<file path="src/rtl/bitblaster_pkg.sv">
// Shared definitions for the BitBlaster multi-cycle controller.
//   - Bus, register-address and opcode widths.
//   - Instruction field positions.
//   - Opcode and timestep enums.
//   - ALU operation selects.
//   - The control bundle that the decoder produces.
package bitblaster_pkg;

  localparam int DATA_W = 10;
  localparam int ADDR_W = 2;
  localparam int OPC_W  = 4;
  localparam int IMM_W  = 4;

  // Instruction layout: [9:6] opcode, [5:4] Rx, [3:2] Ry, [3:0] imm
  localparam int OPC_MSB = 9;
  localparam int RX_LSB  = 4;
  localparam int RY_LSB  = 2;

  typedef enum logic [OPC_W-1:0] {
    OP_LOAD = 4'b0000,
    OP_COPY = 4'b0001,
    OP_ADD  = 4'b0010,
    OP_SUB  = 4'b0011,
    OP_INV  = 4'b0100,
    OP_FLP  = 4'b0101,
    OP_AND  = 4'b0110,
    OP_OR   = 4'b0111,
    OP_XOR  = 4'b1000,
    OP_ADDI = 4'b1001,
    OP_SUBI = 4'b1010
  } opcode_t;

  typedef enum logic [1:0] {
    T0 = 2'd0,
    T1 = 2'd1,
    T2 = 2'd2,
    T3 = 2'd3
  } tstep_t;

  localparam logic [OPC_W-1:0] ALU_NONE = 4'b0000;
  localparam logic [OPC_W-1:0] ALU_ADD  = 4'b0010;
  localparam logic [OPC_W-1:0] ALU_SUB  = 4'b0011;
  localparam logic [OPC_W-1:0] ALU_INV  = 4'b0100;
  localparam logic [OPC_W-1:0] ALU_FLP  = 4'b0101;
  localparam logic [OPC_W-1:0] ALU_AND  = 4'b0110;
  localparam logic [OPC_W-1:0] ALU_OR   = 4'b0111;
  localparam logic [OPC_W-1:0] ALU_XOR  = 4'b1000;
  localparam logic [OPC_W-1:0] ALU_ADDI = 4'b1001;
  localparam logic [OPC_W-1:0] ALU_SUBI = 4'b1010;

  typedef struct packed {
    logic              extern_sel;
    logic              ain;
    logic              gin;
    logic              gout;
    logic              immout;
    logic              enw;
    logic              enr0;
    logic              enr1;
    logic              done;
    logic [ADDR_W-1:0] wra;
    logic [ADDR_W-1:0] rda0;
    logic [ADDR_W-1:0] rda1;
    logic [OPC_W-1:0]  alucont;
  } ctrl_t;

  // The ALU select code is the opcode of the arithmetic/logic instruction.
  function automatic logic [OPC_W-1:0] alu_sel(input opcode_t op);
    case (op)
      OP_ADD:  return ALU_ADD;
      OP_SUB:  return ALU_SUB;
      OP_INV:  return ALU_INV;
      OP_FLP:  return ALU_FLP;
      OP_AND:  return ALU_AND;
      OP_OR:   return ALU_OR;
      OP_XOR:  return ALU_XOR;
      OP_ADDI: return ALU_ADDI;
      OP_SUBI: return ALU_SUBI;
      default: return ALU_NONE;
    endcase
  endfunction

endpackage

</file>
<file path="src/rtl/bitblaster_controller_if.sv">
// Handshake and control bundle between the BitBlaster controller and its
// surroundings (instruction source, register file, ALU, bus steering).
//   master : instruction source side.
//            Drives Run and INST, and observes every control output.
//   slave  : controller side.
//            Consumes Run and INST, and drives every control output.
interface bitblaster_controller_if;
  import bitblaster_pkg::*;

  logic                Run;
  logic [DATA_W-1:0]   INST;
  logic                IRin;
  logic                Extern;
  logic                Ain;
  logic                Gin;
  logic                Gout;
  logic                IMMout;
  logic [DATA_W-1:0]   IMM;
  logic [OPC_W-1:0]    ALUcont;
  logic                ENW;
  logic                ENR0;
  logic                ENR1;
  logic [ADDR_W-1:0]   WRA;
  logic [ADDR_W-1:0]   RDA0;
  logic [ADDR_W-1:0]   RDA1;
  logic                Done;

  modport master (
    output Run, INST,
    input  IRin, Extern, Ain, Gin, Gout, IMMout, IMM, ALUcont,
    input  ENW, ENR0, ENR1, WRA, RDA0, RDA1, Done
  );

  modport slave (
    input  Run, INST,
    output IRin, Extern, Ain, Gin, Gout, IMMout, IMM, ALUcont,
    output ENW, ENR0, ENR1, WRA, RDA0, RDA1, Done
  );
endinterface

</file>
<file path="src/rtl/bitblaster_decoder.sv">
// Combinational control decoder for the BitBlaster controller.
// It maps the current timestep and the latched instruction fields to the
// control bundle.
//   step_i : current timestep (T0..T3).
//   opc_i  : opcode field of the latched instruction.
//   rx_i   : Rx field of the latched instruction.
//   ry_i   : Ry field of the latched instruction.
//   ctrl_o : control outputs for this timestep.
//            Every field is zero outside the listed steps.
//            ctrl_o.done also tells the sequencer to return to T0.
module bitblaster_decoder
  import bitblaster_pkg::*;
(
  input  tstep_t            step_i,
  input  logic [OPC_W-1:0]  opc_i,
  input  logic [ADDR_W-1:0] rx_i,
  input  logic [ADDR_W-1:0] ry_i,
  output ctrl_t             ctrl_o
);

  opcode_t op;
  assign op = opcode_t'(opc_i);

  always_comb begin
    ctrl_o = '0;
    case (step_i)
      T1: begin
        case (op)
          OP_LOAD: begin
            ctrl_o.extern_sel = 1'b1;
            ctrl_o.enw        = 1'b1;
            ctrl_o.wra        = rx_i;
            ctrl_o.done       = 1'b1;
          end
          OP_COPY: begin
            ctrl_o.enr0 = 1'b1;
            ctrl_o.rda0 = ry_i;
            ctrl_o.enw  = 1'b1;
            ctrl_o.wra  = rx_i;
            ctrl_o.done = 1'b1;
          end
          OP_ADD, OP_SUB, OP_AND, OP_OR, OP_XOR, OP_ADDI, OP_SUBI: begin
            ctrl_o.enr0 = 1'b1;
            ctrl_o.rda0 = rx_i;
            ctrl_o.ain  = 1'b1;
          end
          // Unary ops take their operand from Ry and write it back to Rx.
          OP_INV, OP_FLP: begin
            ctrl_o.enr0 = 1'b1;
            ctrl_o.rda0 = ry_i;
            ctrl_o.ain  = 1'b1;
          end
          // Undefined opcodes are single-step NOPs.
          default: ctrl_o.done = 1'b1;
        endcase
      end
      T2: begin
        case (op)
          OP_ADD, OP_SUB, OP_AND, OP_OR, OP_XOR: begin
            ctrl_o.enr1    = 1'b1;
            ctrl_o.rda1    = ry_i;
            ctrl_o.gin     = 1'b1;
            ctrl_o.alucont = alu_sel(op);
          end
          // IMM drives the bus instead of register port 1.
          OP_ADDI, OP_SUBI: begin
            ctrl_o.immout  = 1'b1;
            ctrl_o.gin     = 1'b1;
            ctrl_o.alucont = alu_sel(op);
          end
          OP_INV, OP_FLP: begin
            ctrl_o.gin     = 1'b1;
            ctrl_o.alucont = alu_sel(op);
          end
          default: ;
        endcase
      end
      T3: begin
        case (op)
          OP_ADD, OP_SUB, OP_AND, OP_OR, OP_XOR, OP_ADDI, OP_SUBI,
          OP_INV, OP_FLP: begin
            ctrl_o.gout = 1'b1;
            ctrl_o.enw  = 1'b1;
            ctrl_o.wra  = rx_i;
            ctrl_o.done = 1'b1;
          end
          default: ;
        endcase
      end
      default: ;
    endcase
  end

endmodule

</file>
<file path="src/rtl/bitblaster_controller.sv">
// Multi-cycle control unit for the 10-bit BitBlaster processor.
// It latches an instruction on Run in T0, then steps through T1..T3.
// The decoder generates the register-file, ALU and bus-steering controls.
//   CLKb  : system clock; all state changes on its rising edge.
//   Clear : synchronous active-high reset; returns to T0 and clears IR.
//   bus   : slave side of bitblaster_controller_if.
//           Inputs are Run and INST.
//           Outputs are IRin, the bus selects, the register-file controls,
//           the ALU strobes, IMM, ALUcont and Done.
module bitblaster_controller
  import bitblaster_pkg::*;
(
  input  logic                    CLKb,
  input  logic                    Clear,
  bitblaster_controller_if.slave  bus
);

  tstep_t            step_q;
  logic [DATA_W-1:0] ir_q;
  ctrl_t             ctrl;

  bitblaster_decoder u_decoder (
    .step_i (step_q),
    .opc_i  (ir_q[OPC_MSB -: OPC_W]),
    .rx_i   (ir_q[RX_LSB +: ADDR_W]),
    .ry_i   (ir_q[RY_LSB +: ADDR_W]),
    .ctrl_o (ctrl)
  );

  // Sequencer.
  // Run is only looked at in T0, so IR stays stable for the whole
  // instruction.
  // Clear wins over everything, which drops an in-flight instruction before
  // its write step.
  always_ff @(posedge CLKb) begin
    if (Clear) begin
      step_q <= T0;
      ir_q   <= '0;
    end else begin
      case (step_q)
        T0: begin
          if (bus.Run) begin
            ir_q   <= bus.INST;
            step_q <= T1;
          end
        end
        T1:      step_q <= ctrl.done ? T0 : T2;
        T2:      step_q <= T3;
        default: step_q <= T0;
      endcase
    end
  end

  // IRin is suppressed while Clear is held so that no capture is advertised.
  assign bus.IRin    = (step_q == T0) && bus.Run && !Clear;
  assign bus.Extern  = ctrl.extern_sel;
  assign bus.Ain     = ctrl.ain;
  assign bus.Gin     = ctrl.gin;
  assign bus.Gout    = ctrl.gout;
  assign bus.IMMout  = ctrl.immout;
  assign bus.IMM     = {{(DATA_W-IMM_W){1'b0}}, ir_q[IMM_W-1:0]};
  assign bus.ALUcont = ctrl.alucont;
  assign bus.ENW     = ctrl.enw;
  assign bus.ENR0    = ctrl.enr0;
  assign bus.ENR1    = ctrl.enr1;
  assign bus.WRA     = ctrl.wra;
  assign bus.RDA0    = ctrl.rda0;
  assign bus.RDA1    = ctrl.rda1;
  assign bus.Done    = ctrl.done;

endmodule

</file>
<file path="src/flat_wrapper.sv">
// flat-port wrapper written by rule: the top's interface ports become plain ports
module bitblaster_controller_flat import bitblaster_pkg::*;
  (CLKb, Clear, bus_Run, bus_INST, bus_IRin, bus_Extern, bus_Ain, bus_Gin, bus_Gout, bus_IMMout, bus_IMM, bus_ALUcont, bus_ENW, bus_ENR0, bus_ENR1, bus_WRA, bus_RDA0, bus_RDA1, bus_Done);
  bitblaster_controller_if bus_i ();
  input  logic CLKb;
  input  logic Clear;
  input wire logic [$bits(bus_i.Run)-1:0] bus_Run;
  input wire logic [$bits(bus_i.INST)-1:0] bus_INST;
  output wire logic [$bits(bus_i.IRin)-1:0] bus_IRin;
  output wire logic [$bits(bus_i.Extern)-1:0] bus_Extern;
  output wire logic [$bits(bus_i.Ain)-1:0] bus_Ain;
  output wire logic [$bits(bus_i.Gin)-1:0] bus_Gin;
  output wire logic [$bits(bus_i.Gout)-1:0] bus_Gout;
  output wire logic [$bits(bus_i.IMMout)-1:0] bus_IMMout;
  output wire logic [$bits(bus_i.IMM)-1:0] bus_IMM;
  output wire logic [$bits(bus_i.ALUcont)-1:0] bus_ALUcont;
  output wire logic [$bits(bus_i.ENW)-1:0] bus_ENW;
  output wire logic [$bits(bus_i.ENR0)-1:0] bus_ENR0;
  output wire logic [$bits(bus_i.ENR1)-1:0] bus_ENR1;
  output wire logic [$bits(bus_i.WRA)-1:0] bus_WRA;
  output wire logic [$bits(bus_i.RDA0)-1:0] bus_RDA0;
  output wire logic [$bits(bus_i.RDA1)-1:0] bus_RDA1;
  output wire logic [$bits(bus_i.Done)-1:0] bus_Done;
  assign bus_i.Run = bus_Run;
  assign bus_i.INST = bus_INST;
  assign bus_IRin = bus_i.IRin;
  assign bus_Extern = bus_i.Extern;
  assign bus_Ain = bus_i.Ain;
  assign bus_Gin = bus_i.Gin;
  assign bus_Gout = bus_i.Gout;
  assign bus_IMMout = bus_i.IMMout;
  assign bus_IMM = bus_i.IMM;
  assign bus_ALUcont = bus_i.ALUcont;
  assign bus_ENW = bus_i.ENW;
  assign bus_ENR0 = bus_i.ENR0;
  assign bus_ENR1 = bus_i.ENR1;
  assign bus_WRA = bus_i.WRA;
  assign bus_RDA0 = bus_i.RDA0;
  assign bus_RDA1 = bus_i.RDA1;
  assign bus_Done = bus_i.Done;
  bitblaster_controller u_core (.CLKb(CLKb), .Clear(Clear), .bus(bus_i));
endmodule
</file>
<file path="config.mk">
export PLATFORM = sky130hd
export DESIGN_NAME = bitblaster_controller_flat
export DESIGN_NICKNAME = d
export VERILOG_FILES = /design/src/rtl/bitblaster_pkg.sv /design/src/rtl/bitblaster_controller_if.sv /design/src/rtl/bitblaster_decoder.sv /design/src/rtl/bitblaster_controller.sv /design/src/flat_wrapper.sv
export SDC_FILE = /design/constraint.sdc
export NUM_CORES = 1
export LEC_CHECK = 0
export BUFFER_PORTS_ARGS = -buffer_cell sky130_fd_sc_hd__buf_2
export CORE_UTILIZATION = 40
export DETAILED_ROUTE_END_ITERATION = 8
export PLACE_DENSITY = 0.74
export SLEW_MARGIN = 0
export SYNTH_ARGS = -nofsm -noshare
export SYNTH_HDL_FRONTEND = slang
export SYNTH_SLANG_ARGS = --single-unit
</file>
<file path="constraint.sdc">
create_clock -name CLKb -period 1.8 [get_ports CLKb]
set_input_delay 0.36 -clock CLKb [delete_from_list [all_inputs] [get_ports CLKb]]
set_output_delay 0.36 -clock CLKb [all_outputs]
set_load 0.02 [all_outputs]
</file>
-- After elaboration in Yosys (flattened, before gate mapping)
Memory sizes are Yosys's and may differ from the RTL's. A register that Yosys moved wholly into a read port is not among the register bits.
Index checks and enable logic that the tools add are counted.
- memories: 3
- input port bits: 13
- register bits: 12
- logic and storage cells: 64
- output and inout bits: 30
- bits in read-only memories: 192
- equal/unequal tests: 14
- mux-type cells: 31
- reduce and logical (&&, ||, !) cells: 14
- memory list (name ; depth ; bits a word ; read ports ; clocked after Yosys merged registers in ; wr ports ; RTL line ; RTL):
    (name not given) ; 16 ; 4 ; 1 ; 1 ; 0 ; bitblaster_pkg.sv:69 ; case (op)
    (name not given) ; 16 ; 4 ; 1 ; 1 ; 0 ; bitblaster_pkg.sv:69 ;
    (name not given) ; 16 ; 4 ; 1 ; 1 ; 0 ; bitblaster_pkg.sv:69 ;
- operators with widths (cell ; number):
    2-to-1 mux 4 bit ; 6
    == test 4 x 3 -> 1 bit, second input constant ; 4
    == test 4 bit, second input constant ; 3
    2-to-1 mux 1 bit ; 12
    2-to-1 mux 2 bit ; 6
    one-hot mux 4 bit (3 select lines) ; 1
    OR reduction 10 bit ; 1
    OR reduction 9 bit ; 1
    == test 4 x 2 -> 1 bit, second input constant ; 2
    OR reduction 7 bit ; 1
    2-to-1 mux 6 bit ; 1
    one-hot mux 2 bit (3 select lines) ; 1
    one-hot mux 3 bit (2 select lines) ; 1
    OR reduction 2 bit ; 3
    OR reduction 5 bit ; 1
    == test 2 bit, second input constant ; 2
    == test 4 x 1 -> 1 bit, second input constant ; 1
    zero test 4 bit ; 1
    one-hot mux 2 bit (2 select lines) ; 1
    2-to-1 mux 3 bit ; 1
    OR reduction 3 bit ; 1
    == test 2 x 1 -> 1 bit, second input constant ; 1
    logical AND 1 bit ; 2
    zero test 2 bit ; 1
    other kinds (4) ; 4

-- Logic depth before layout (Yosys ltp)
Gate-level depths: netlist of the first run.
- depth in word-level cells: 6
- mapped depth: 6

-- Cells and area by module
From an unflattened synthesis of the first run, not the netlist that was laid out.
- cell total of the unflattened synthesis: 102
- area, all modules: 872.1 um^2
- by module, submodules not included (module ; cells each ; seq. area each (um^2) ; area an instance (um^2) ; times used):
    bitblaster_controller ; 63 ; 240.2 ; 616.8 ; 1
    bitblaster_decoder ; 39 ; 0.0 ; 255.2 ; 1

-- Least setup slack after synthesis of the first run
OpenSTA, ideal clock, no wires.
- path type: register to output
- start: register u_core.ir_q[7]
- end: output port bus_ALUcont[0]
- stages on the path, launching flop included: 6
- arrival time: 1486 ps
- setup slack: -46 ps
- path through: dfxtp_1 > buf_2 > a21oi_1 > o21ai_2 > nor2_1 > and2_1
- word-level cells in the longest chain between the ends: 4
- elaborated cells between the ends (all ways): 14
- those cells by class: 9 x eq/ne; 2 x mux; 3 x reduce/logical
- RTL lines (item ; RTL line ; RTL):
    start, declared ; bitblaster_controller.sv:19 ; logic [DATA_W-1:0] ir_q;
    start signal, assigned ; bitblaster_controller.sv:43 ; ir_q <= bus.INST;
    == test 4 x 2 -> 1 bit, or another cell as far along ; bitblaster_decoder.sv:58 ; case (op)
    OR reduction 5 bit, or another cell as far along ; bitblaster_decoder.sv:58 ;
    one-hot mux 4 bit (3 select lines) * ; bitblaster_decoder.sv:58 ;
    2-to-1 mux 6 bit * ; bitblaster_decoder.sv:26 ; case (step_i)
    end, declared ; flat_wrapper.sv:16 ; output wire logic [$bits(bus_i.ALUcont)-1:0] bus_ALUcont;
Mark *: on every way between the ends. The rest lies on a longest branch, timed or not.

-- Final worst setup path of the first run
- start: register u_core.ir_q[7]
- end: output port bus_Done
- word-level cells in the longest chain between the ends: 4
- elaborated cells between the ends (all ways): 13
- those cells by class: 9 x eq/ne; 3 x mux; 1 x reduce/logical
- RTL lines (item ; RTL line ; RTL):
    == test 4 x 2 -> 1 bit, or another cell as far along ; bitblaster_decoder.sv:28, bitblaster_decoder.sv:79 ;
    OR reduction 9 bit (no line) * ; n/a ;
    2-to-1 mux 3 bit or 2-to-1 mux 1 bit (tied branches) ; bitblaster_decoder.sv:79, bitblaster_decoder.sv:28 ;
    one-hot mux 3 bit (2 select lines) * ; bitblaster_decoder.sv:26 ;
    end, declared ; flat_wrapper.sv:23 ; output wire logic [$bits(bus_i.Done)-1:0] bus_Done;
Marked as above.

==> results_dict.tcl, run 1 <==
set metrics [dict create \
    status "complete, but fails checks" \
    violations "setup timing" \
    synth.area.top_cells "dfxtp_1, buf_4, nand2_1" \
    power_density_mw_per_mm2 669 \
    finClkSkew_ns 0.00717 \
    setup_violations 14 \
    drt-initial-drc-count 11 \
    final_cell_area_sq_mm 0.00133 \
    max_freq_mhz 515 \
    final_util_pct 59.3 \
    first_pass_iters 4 \
    num_antenna_cells 0 \
    die-height_microns 51.1 \
    fin_tns_setup_ns -1.44 \
    dpl_cell_area_sq_mm 0.00115 \
    final_cells 188 \
    drc_errors 0 \
    critical_path_buf_inv_count 1 \
    setup_slack_ns -0.141 \
    cts.sinks 16 \
    row_count 17 \
    cts_buffers 3 \
    crit_family "simple AND/OR/NAND/NOR gates" \
    cpMaxStageDelayCell "or3_4" \
    slew_violations 0 \
    worst_ep_arrival_time_ns 1.58 \
    die_w_microns 51.1 \
    synth-seq-cells 16 \
    yosysSeqAreaShare_pct 33.2 \
    ys_warn_count 0 \
    portBuffers 36 \
    clk_pin_slew_worst_paths_ns 0.09 \
    grt_pass1_wl_microns 3680 \
    cts_tree "yes" \
    power_leakage_nw 0.617 \
    grt_util_all_layers_pct 19.0 \
    gp_congestion 0.747 \
    hpwlAfterDp_microns 1630 \
    fp.coreArea_sq_mm 0.00223 \
    synth_edf_count 0 \
    netlist.top_cell.by_area "dfxtp_1" \
    finalHoldViolations 0 \
    hold_path_class "in2reg" \
    synth-xor-area-share_pct 2.72 \
    hold_depth 3 \
    num_vias 911 \
    avgSynthCellArea_sq_um 8.25 \
    areaGrowthSynthToFinish_pct 37.4 \
    ant_nets 0 \
    yosys.area_share.simple_pct 30.9 \
    cp_max_fo 4 \
    synth_top_family_by_area "simple AND/OR/NAND/NOR gates" \
    synthAdderAreaFrac_pct 0 \
    first_global_vias 864 \
    syn_inst 117 \
    syn_area_sq_um 965 \
    dp_slack_ns 0.0501 \
    synthArstFlopShare_pct 0 \
    place_inst 180 \
    viasPerCell 4.85 \
    final_layout_size_suffix_gt1_share_pct 50.6 \
    startpoint_type "register" \
    worstSetupPathType "reg2out" \
    rsz0062_at_grt "true" \
    antenna_found_initial 0 \
    fin_hold_ws_ns 0.302 \
    synth_flop_cell "dfxtp_1" \
    dieArea_sq_mm 0.00261 \
    path_depth 5 \
    grt_max_degree 16 \
    path_cells "or3_4 -> o21ai_4 -> xor2_1 -> and2_2 -> buf_6" \
    fin_crit_ns 1.94 \
    min_period_over_period_pct 108 \
    clockBufferDepth 2 \
    synth_cell_type_count 35 \
    initial_core_util_pct 43.2 \
    cap_violations 0 \
    synth_compound_area_share_pct 13.6 \
    yosys-mux-area-fraction_pct 5.45 \
    reg2reg_depth 6 \
    crit_path_max_incr_delay_ns 0.40 \
    cp-end-kind "primary output" \
    vdd_drop_max_uv 319 \
    routed_wl_microns 2260 \
    clkLatencyLatePin_ns 0.29 \
    final_nets 175 \
    power_uw 886 \
    pin_count 43 \
    clockRootBuffer "clkbuf_4" \
    critPathRequiredTime_ns 1.44 \
    yosysTopAreaCellShare_pct 33.2 \
    cts_max_level 1 \
    wl_per_cell_microns 12.0 \
    grt_overflow 0 \
]
-- area by class of cell --
type                            instances  area (sq um)
Multi-Input combinational cell         89           606
Inverter                                2          7.51
Timing Repair Buffer                   50           329
Tap cell                               28          35.0
Sequential cell                        16           325
Fill cell                             208           908
Clock buffer                            3          22.5
-- cell families (layout without fill, tap and decap cells) --
family,Yosys count,count (layout)
AO/OA/AOI/OAI,20,20
flip-flops,16,16
multiplexers,4,4
buffers and inverters,17,55
XOR/XNOR,3,3
AND/OR/NAND/NOR,56,56
other,1,6
-- synth_stat cells, types with 2 or more instances --
| master | instances |
|---|---|
| a21oi_1 | 10 |
| a22oi_1 | 2 |
| and2_1 | 6 |
| and2_2 | 4 |
| and3_2 | 2 |
| buf_4 | 10 |
| buf_6 | 4 |
| dfxtp_1 | 16 |
| inv_1 | 2 |
| mux2i_1 | 3 |
| nand2_1 | 16 |
| nand2b_1 | 2 |
| nor2_1 | 12 |
| nor2b_1 | 2 |
| nor3_1 | 3 |
| nor4_1 | 2 |
| o21a_1 | 2 |
| xnor2_1 | 2 |
-- report_power, final --
part / switching [mW] / internal [mW] / leakage, nW
logic: 0.162 / 0.140 / 0.470
clock network: 0.109 / 0.0778 / 0.0138
registers: 0.0182 / 0.380 / 0.133
-- worst min-delay path, delay by kind of cell --
family          cells  cell delay (ns)
simple gates        1             0.05
buf+inv             1             0.09
compound gates      1             0.05
-- routing by layer --
metal / wire length (microns) / vias up / GRT usage, %
met2: 1160 / 27 / 32.7
li1: - / 463 / -
met5: 0 / - / 0
met4: 45 / 0 / 10.2
met1: 957 / 414 / 22.0
met3: 98 / 7 / 3.57
-- cell usage in the layout, fill, tap and decap left out, types with 2 or more instances in the layout --
cell,instances
o21a_1,2
nor4_1,2
nor2_1,10
and3_4,2
nor3_1,2
buf_6,7
buf_4,14
a21oi_2,2
xnor2_1,2
nor2b_1,2
nor2_2,2
buf_2,29
mux2i_4,2
nand2_1,16
inv_1,2
mux2i_1,2
a22oi_1,2
and2_4,2
dfxtp_1,12
dfxtp_2,4
clkbuf_4,3
a21oi_1,8
conb_1,6
and2_1,5
and2_2,3
-- what timing repair did --
| action | CTS | global route |
|---|---|---|
| hold buffers | 0 | 0 |
| pin swaps | 7 | 7 |
| setup endpoints to repair | 17 | 20 |
| setup buffers | 1 | 4 |
| resized for setup | 26 | 7 |
-- path summary, 6_finish.rpt --
kind,endpoint,from,slack [ns]
worst max-delay path,bus_Done,u_core.ir_q[7],-0.14
worst min-delay path,u_core.ir_q[1],bus_INST[1],0.30
worst max register to register,register,u_core.step_q[0],0.10
worst min register to register,u_core.ir_q[0],u_core.ir_q[0],0.47
Power figures use the tool's default switching activity.
==> run 2, diff against run 1 <==
--- a/config.mk
+++ b/config.mk
@@ -6,9 +6,11 @@
 export NUM_CORES = 1
 export LEC_CHECK = 0
 export BUFFER_PORTS_ARGS = -buffer_cell sky130_fd_sc_hd__buf_2
-export CORE_UTILIZATION = 40
+export CELL_PAD_IN_SITES_DETAIL_PLACEMENT = 1
+export CELL_PAD_IN_SITES_GLOBAL_PLACEMENT = 2
+export CORE_UTILIZATION = 25
 export DETAILED_ROUTE_END_ITERATION = 8
-export PLACE_DENSITY = 0.74
+export PLACE_DENSITY = 0.82
 export SLEW_MARGIN = 0
 export SYNTH_ARGS = -nofsm -noshare
 export SYNTH_HDL_FRONTEND = slang
==> results_dict.tcl, run 2 (synthesized netlist as in run 1, its figures left out) <==
set metrics [dict create \
    min_period_over_period_pct 108 \
    cts_max_level 1 \
    cts_buffers 3 \
    initial_core_util_pct 26.2 \
    cp-end-kind "primary output" \
    cpMaxStageDelayCell "or3_4" \
    fin_tns_setup_ns -1.50 \
    layout_commonest_cell "buf_2" \
    num_antenna_cells 0 \
    worstSetupPathType "reg2out" \
    cap_violations 0 \
    cp_max_fo 5 \
    dieArea_sq_mm 0.00411 \
    ant_nets 0 \
    min-delay-start "bus_INST[3]" \
    final_cell_mix "buf_2, buf_4, nand2_1" \
    grt_util_all_layers_pct 14.6 \
    hold_path_class "in2reg" \
    areaGrowthSynthToFinish_pct 49.7 \
    drc_errors 0 \
    fp.coreArea_sq_mm 0.00369 \
    clkLatencyLatePin_ns 0.25 \
    clockBufferDepth 2 \
    drt-initial-drc-count 24 \
    die-height_microns 64.1 \
    setup_violations 18 \
    grt_pass1_wl_microns 4570 \
    final_nets 177 \
    gp_congestion 0.779 \
    routed_wl_microns 3090 \
    slew_violations 0 \
    fill_cells 458 \
    grt_max_degree 16 \
    rsz0062_at_grt "true" \
    finClkSkew_ns 0.00302 \
    num_vias 965 \
    wl_per_cell_microns 14.6 \
    finalHoldViolations 0 \
    setup_slack_ns -0.142 \
    cts.sinks 16 \
    die_w_microns 64.1 \
    power_leakage_nw 0.646 \
    fin_crit_ns 1.94 \
    final_layout_size_suffix_gt1_share_pct 54.6 \
    first_global_vias 951 \
    violations "setup timing" \
    dpl_cell_area_sq_mm 0.00116 \
    portBuffers 36 \
    rr_startpoint "u_core.step_q[0]" \
    worst_ep_arrival_time_ns 1.58 \
    pin_count 43 \
    antenna_found_initial 0 \
    first_pass_iters 4 \
    cts_tree "yes" \
    crit_path_max_incr_delay_ns 0.41 \
    clk_pin_slew_worst_paths_ns 0.07 \
    critPathRequiredTime_ns 1.44 \
    hpwlAfterDp_microns 2110 \
    max_freq_mhz 515 \
    fin_hold_ws_ns 0.351 \
    path_cells "or3_4 -> o21ai_4 -> xor2_1 -> and2_2 -> buf_6" \
    power_density_mw_per_mm2 727 \
    row_count 22 \
    grt_overflow 0 \
    vdd_drop_max_uv 252 \
    viasPerCell 4.57 \
    clockRootBuffer "clkbuf_8" \
    power_mw 1.05 \
    startpoint_type "register" \
    status "complete, but fails checks" \
    final_cell_area_sq_mm 0.00144 \
    critPathLaunch "u_core.ir_q[7]" \
]
## run 2: cell count changes in the layout (fill, tap and decap cells not counted), sizes merged
cell,previous run,this run
clkinvlp,0,1
inv,2,1
clkbuf,3,4
buf,50,52
## run 2: report_power, final
group          total [mW]  switching (mW)  internal (mW)
combinational       0.321           0.173          0.148
clock               0.325           0.131          0.194
sequential          0.404          0.0242          0.379
## run 2: final timing paths
kind,to,slack [ns],depth (start not counted)
setup reg to reg,register,0.07,5
setup / recovery,bus_Done,-0.14,5
hold reg to reg,u_core.ir_q[1],0.48,2
hold / removal,u_core.ir_q[3],0.35,3
## run 2: cell type report
type	instances	area [sq um]	area share, %
clock buffer	4	55.1	3.81
inverter	2	11.3	0.780
multi-input combinational	89	629	43.6
sequential	16	328	22.7
tap	48	60.1	4.16
timing repair buffer	52	360	25.0
## run 2: metrics by stage
stage               std cells  setup slack [ns]  utilization (%)
CTS                       205            -0.131             35.9
floorplan                 122           -0.0131                -
finish                    211            -0.142             39.1
global placement          198            0.0510             31.4
detailed placement        198           -0.0126             31.4
global route              211            -0.185             39.1
## run 2: per-layer routing
metal / up-vias / wire length (microns) / share of wire [%] / GRT usage [%]
li1: 466 / - / - / -
met5: - / 0 / 0 / 0
met4: 0 / 59 / 1.9 / 7.50
met1: 464 / 1350 / 44 / 18.1
met2: 30 / 1580 / 51 / 24.3
met3: 5 / 102 / 3.3 / 1.96
## run 2: timing repair
| item | 4_1_cts | 5_1_grt |
|---|---|---|
| endpoints found under the setup margin | 17 | 19 |
| hold buffers | 0 | 0 |
| buffers inserted | 3 | 6 |
| gates resized for setup | 25 | 21 |
| gates cloned | 0 | 0 |
| pin swaps | 5 | 9 |
## run 2: critical path: cells and delay by family (launching register included)
family	cells	cell delay [ns]
and+or+nand+nor	2	0.57
DFF	1	0.36
xor gates and xnor gates	1	0.16
AOI/OAI and AO/OA	1	0.13
buffers and inverters	1	0.11
